File: src/rtl/display_capture.sv
// rtl/display_capture.sv - rebuilds hex word, point and LE masks from a multiplexed 4-digit display bus
// Each digit is sampled once per stable AN dwell; a frame commits when all four digits are seen.
module display_capture #(
  parameter int SETTLE  = 4,
  parameter int TIMEOUT = 1024
) (
  input  logic        clk,
  input  logic        rst_n,
  input  logic [3:0]  AN,
  input  logic [3:0]  HEX,
  input  logic        point,
  input  logic        LE,
  output logic [15:0] hexs,
  output logic [3:0]  points,
  output logic [3:0]  LEs,
  output logic        frame_valid,
  output logic [3:0]  seen,
  output logic        err,
  output logic        stale
);

  localparam int IW = $clog2(TIMEOUT + 1);
  localparam logic [7:0]    SETTLE_C  = 8'(SETTLE);
  localparam logic [7:0]    SAMPLE_AT = 8'(SETTLE - 1);
  localparam logic [IW-1:0] IDLE_MAX  = IW'(TIMEOUT);
  localparam logic [IW-1:0] IDLE_LAST = IW'(TIMEOUT - 1);

  typedef enum logic {WAIT, HOLD} state_t;

  state_t        state;
  logic [3:0]    an_q;
  logic [7:0]    cnt;
  logic [IW-1:0] idle;
  logic [15:0]   sh_hex;
  logic [3:0]    sh_point;
  logic [3:0]    sh_le;
  logic          commit_pend;
  logic          err_pend;

  logic       legal;
  logic       blank;
  logic [1:0] idx;
  logic [3:0] bit_sel;
  logic [3:0] seen_next;
  logic       sample;
  logic       timeout_hit;

  always_comb begin
    legal   = 1'b1;
    blank   = 1'b0;
    idx     = 2'd0;
    bit_sel = 4'b0000;
    case (AN)
      4'b1110: begin idx = 2'd0; bit_sel = 4'b0001; end
      4'b1101: begin idx = 2'd1; bit_sel = 4'b0010; end
      4'b1011: begin idx = 2'd2; bit_sel = 4'b0100; end
      4'b0111: begin idx = 2'd3; bit_sel = 4'b1000; end
      4'b1111: begin legal = 1'b0; blank = 1'b1; end
      default: legal = 1'b0;
    endcase
  end

  assign seen_next   = seen | bit_sel;
  assign sample      = (state == WAIT) && (AN == an_q) && (cnt == SAMPLE_AT);
  assign timeout_hit = !sample && (idle == IDLE_LAST);

  always_ff @(posedge clk or negedge rst_n) begin
    if (!rst_n) begin
      state       <= WAIT;
      an_q        <= 4'b1111;
      cnt         <= 8'd0;
      idle        <= '0;
      sh_hex      <= 16'h0000;
      sh_point    <= 4'b0000;
      sh_le       <= 4'b0000;
      commit_pend <= 1'b0;
      err_pend    <= 1'b0;
      hexs        <= 16'h0000;
      points      <= 4'b0000;
      LEs         <= 4'b0000;
      frame_valid <= 1'b0;
      seen        <= 4'b0000;
      err         <= 1'b0;
      stale       <= 1'b0;
    end else begin
      an_q <= AN;
      if (AN != an_q)
        cnt <= 8'd0;
      else if (cnt < SETTLE_C)
        cnt <= cnt + 8'd1;

      case (state)
        WAIT: if (sample) state <= HOLD;
        HOLD: if (AN != an_q) state <= WAIT;
        default: state <= WAIT;
      endcase

      // Commit and error are reported one edge after the deciding sample.
      frame_valid <= commit_pend;
      err         <= err_pend;
      err_pend    <= sample && !legal && !blank;

      if (sample)
        idle <= '0;
      else if (idle != IDLE_MAX)
        idle <= idle + IW'(1);

      if (commit_pend) begin
        hexs        <= sh_hex;
        points      <= sh_point;
        LEs         <= sh_le;
        seen        <= 4'b0000;
        stale       <= 1'b0;
        commit_pend <= 1'b0;
      end else if (sample && legal) begin
        sh_hex[{idx, 2'b00} +: 4] <= HEX;
        sh_point[idx]             <= point;
        sh_le[idx]                <= LE;
        seen                      <= seen_next;
        commit_pend               <= (seen_next == 4'b1111);
      end else if (timeout_hit) begin
        seen  <= 4'b0000;
        stale <= 1'b1;
      end
    end
  end

endmodule
File: config.mk
export PLATFORM = sky130hd
export DESIGN_NAME = display_capture
export DESIGN_NICKNAME = d
export VERILOG_FILES = /design/src/rtl/display_capture.sv
export SDC_FILE = /design/constraint.sdc
export NUM_CORES = 1
export LEC_CHECK = 0
export ABC_AREA = 1
export ABC_CLOCK_PERIOD_IN_PS = 3160
export BUFFER_PORTS_ARGS = -buffer_cell sky130_fd_sc_hd__buf_4
export CORE_MARGIN = 4
export CORE_UTILIZATION = 34
export CTS_BUF_LIST = sky130_fd_sc_hd__clkbuf_8
export CTS_CLUSTER_SIZE = 28
export DETAILED_ROUTE_END_ITERATION = 6
export HOLD_SLACK_MARGIN = 0.15
export PLACE_DENSITY = 0.53
export SLEW_MARGIN = 40
export SYNTH_ARGS = -nofsm -noshare
export SYNTH_HDL_FRONTEND = slang
export SYNTH_SLANG_ARGS = --single-unit
File: constraint.sdc
create_clock -name clk -period 3.16 [get_ports clk]
set_clock_uncertainty 0.15 [all_clocks]
set_input_delay 0 -clock clk [delete_from_list [all_inputs] [get_ports clk]]
set_output_delay 0 -clock clk [all_outputs]
set_load 0.01 [all_outputs]
==> flow_summary.ini <==
[status]
outcome = finished clean

[critical_path]
endpoint = sh_hex[12]
r2r-end = sh_hex[12]
crit_type = reg -> reg
reg2reg_depth = 8
required_ns = 3.30
r2r_start = an_q[1]
cp-start-kind = register
endpoint_kind = register
critPathMaxFanout = 24
worst-endpoint-arrival_ns = 2.46
r2r_slack_ns = 0.85
cp-startpoint = an_q[1]

[sta]
period_share_pct = 73.2
fin_crit_ns = 2.31
rsz0062_at_grt = false
slew_viol_final = 0
slew_headroom_pct = 51.7
holdWs_ns = 0.185
hold_viol = 0
fmax_ghz = 0.432
worstMarginPinSlew_ns = 0.723
setup_viol = 0
setup_tns_ns = 0

[floorplanning]
ios = 43
rows = 38
core_area_um2 = 10800
die_height_um = 113
dieArea_um2 = 12800
start_util_pct = 34.6
fp.dieW_um = 113

[grt]
grt_max_degree = 82
antenna_found_initial = 0
grt_pass1_vias = 2938
grt.total_usage_pct = 13.7
overflow = 0
grt_pass1_wl_mm = 14.1

[pwr]
power.total_uw = 1970
leakage_uw = 0.00248
vdd.ir_drop.worst_uv = 172
power.density_nw_per_um2 = 438

[clock_tree]
numCtsBuffers = 9
root_buffer = clkbuf_8
h-tree-depth = 3
clock-sinks = 81
ctsResizeCount = 0
cts.path.max_buffers = 2
clk_pin_slew_ns = 0.08
tritoncts = yes
clkLatencyLatePin_ns = 0.36
cts_setup_buffers = 0

[finish]
diodes = 0
drive_gt1_share_pct = 16.7
area_growth_pct = 19.5
fill_cells = 1140
fin_nets = 524

[placement]
dp_hpwl_mm = 5.52
port_buffers = 42
gp_congestion = 0.820

[route]
wl_per_cell_um = 12.5
final_antenna_net_count = 0
first_iter_violations = 148
wl_mm = 8.10
drc = 0
drt-vias-per-instance = 4.57
vias = 2959
dr.pass1.iters = 4

[synth]
ys_types = 26
syn_inst = 449
synth_area_per_cell_um2 = 8.37
yosys_most_used_dff = dfrtp_1
synth_area_um2 = 3760
yosysSeqAreaShare_pct = 54.1
synthArstFlopShare_pct = 100
ys_ff_latch = 81
syn_nets = 469
synth_edf_count = 0
yosysWarnings = 0

[hold_path]
hold_class = in -> reg
whs_path_depth = 2

[run]
maxCapViolations = 0
[state kept, by name, indices dropped and copies added, names as in the netlist]
| signal | count |
|---|---|
| state | 1 |
| cnt | 8 |
| commit_pend | 1 |
| seen | 4 |
| sh_hex | 16 |
| stale | 1 |
| err | 1 |
| LEs | 4 |
| sh_le | 4 |
| hexs | 16 |
| points | 4 |
| frame_valid | 1 |
| idle | 11 |
| sh_point | 4 |
| an_q | 4 |
| err_pend | 1 |
[worst max-delay path: stages, from the launching register on]
cell     delay [ns]
dfstp_2        0.53
inv_1          0.04
nand2_1        0.05
nand2_1        0.08
nor2_4         0.15
nand3_1        0.38
nor2_4         0.56
nand4_1        0.19
nand2_1        0.11
[layout by cell type, fill, tap and decap left out, drive strengths merged]
| master | synthesis | layout |
|---|---|---|
| o21ai | 10 | 10 |
| dfrtp | 77 | 77 |
| or2 | 2 | 2 |
| dfstp | 4 | 4 |
| ha | 8 | 8 |
| buf | 4 | 44 |
| nor2 | 47 | 47 |
| dlygate4sd3 | 0 | 12 |
| nor4 | 1 | 1 |
| inv | 50 | 51 |
| clkbuf | 9 | 11 |
| a21oi | 12 | 12 |
| o21a | 1 | 1 |
| nor3 | 7 | 7 |
| nand3 | 12 | 12 |
| nand2 | 170 | 170 |
| nand4 | 34 | 34 |
| xor2 | 1 | 1 |
| clkinv | 0 | 4 |
[worst min-delay path by stage]
stage / end / from / slack (ns)
floorplan: LEs[0] / rst_n / -0.45
global placement: an_q[3] / AN[3] / 0.003
detailed placement: points[2] / rst_n / -0.04
CTS: an_q[1] / AN[1] / 0.16
global route: an_q[0] / AN[0] / 0.17
finish: an_q[0] / AN[0] / 0.19
[synth_stat cells, types with 2 or more instances]
cell	number	share of area, %
nand2_1	166	17
or2_2	2	0.33
nor2_4	4	1.2
nand2_4	3	0.90
ha_1	8	2.7
buf_6	2	0.60
nand4_1	30	5.0
inv_1	44	4.4
a21oi_1	12	1.6
dfstp_2	4	2.8
dfrtp_1	77	51
clkbuf_1	8	0.80
o21ai_0	10	1.3
nand4_2	4	1.3
nor2_1	42	4.2
nor3_1	7	0.93
nand3_1	11	1.5
buf_2	2	0.27
inv_2	6	0.60
[where the power goes]
part           internal, uW  leakage (uW)  switching (uW)  total (uW)
combinational          69.6       0.00129             119         189
clock                   294     0.0000929             360         655
sequential             1080       0.00110            42.6        1120
total                  1440       0.00248             522        1970
[cell families (layout without fill, tap and decap cells)]
family / Yosys count / count (layout) / share of synthesized area [%]
XOR/XNOR: 1 / 1 / 0.233
buffers and inverters: 63 / 122 / 6.80
adder cells (fa/ha/maj): 8 / 8 / 2.66
flip-flops: 81 / 81 / 54.1
AO/OA/AOI/OAI: 23 / 23 / 3.13
AND/OR/NAND/NOR: 273 / 273 / 33.1
[final cells by class]
type                    instances  area [um^2]  area share (%)
multi-input cells             305         1470            32.7
clock inverters                 5         23.8           0.530
repair buffers                 57          464            10.3
inverters                      50          188            4.18
well taps                     140          175            3.90
flip-flops and latches         81         2030            45.3
clock buffers                  10          138            3.07
[stage by stage]
step / setup WS (ns) / std cells / instance area [um^2] / utilization [%]
floorplan: 1.56 / 449 / 3760 / -
global placement: 0.919 / 621 / 4200 / 38.8
detailed placement: 0.866 / 621 / 4210 / 38.8
CTS: 0.843 / 648 / 4490 / 41.4
global route: 0.668 / 648 / 4490 / 41.4
finish: 0.846 / 648 / 4490 / 41.4
[layer usage]
metal | track usage, % | part of all wire [%] | vias up
met3 | 3.10 | 3.7 | 4
met1 | 18.9 | 51 | 1381
met2 | 21.0 | 45 | 44
met5 | 0 | 0 | -
met4 | 5.29 | 0.83 | 0
li1 | - | - | 1530
[timing repair]
| action | 4_1_cts | 5_1_grt |
|---|---|---|
| hold buffers | 12 | 0 |
| endpoints found under the setup margin | 0 | 0 |
| endpoints found under the hold margin | 123 | 0 |
Power figures use the tool's default switching activity.
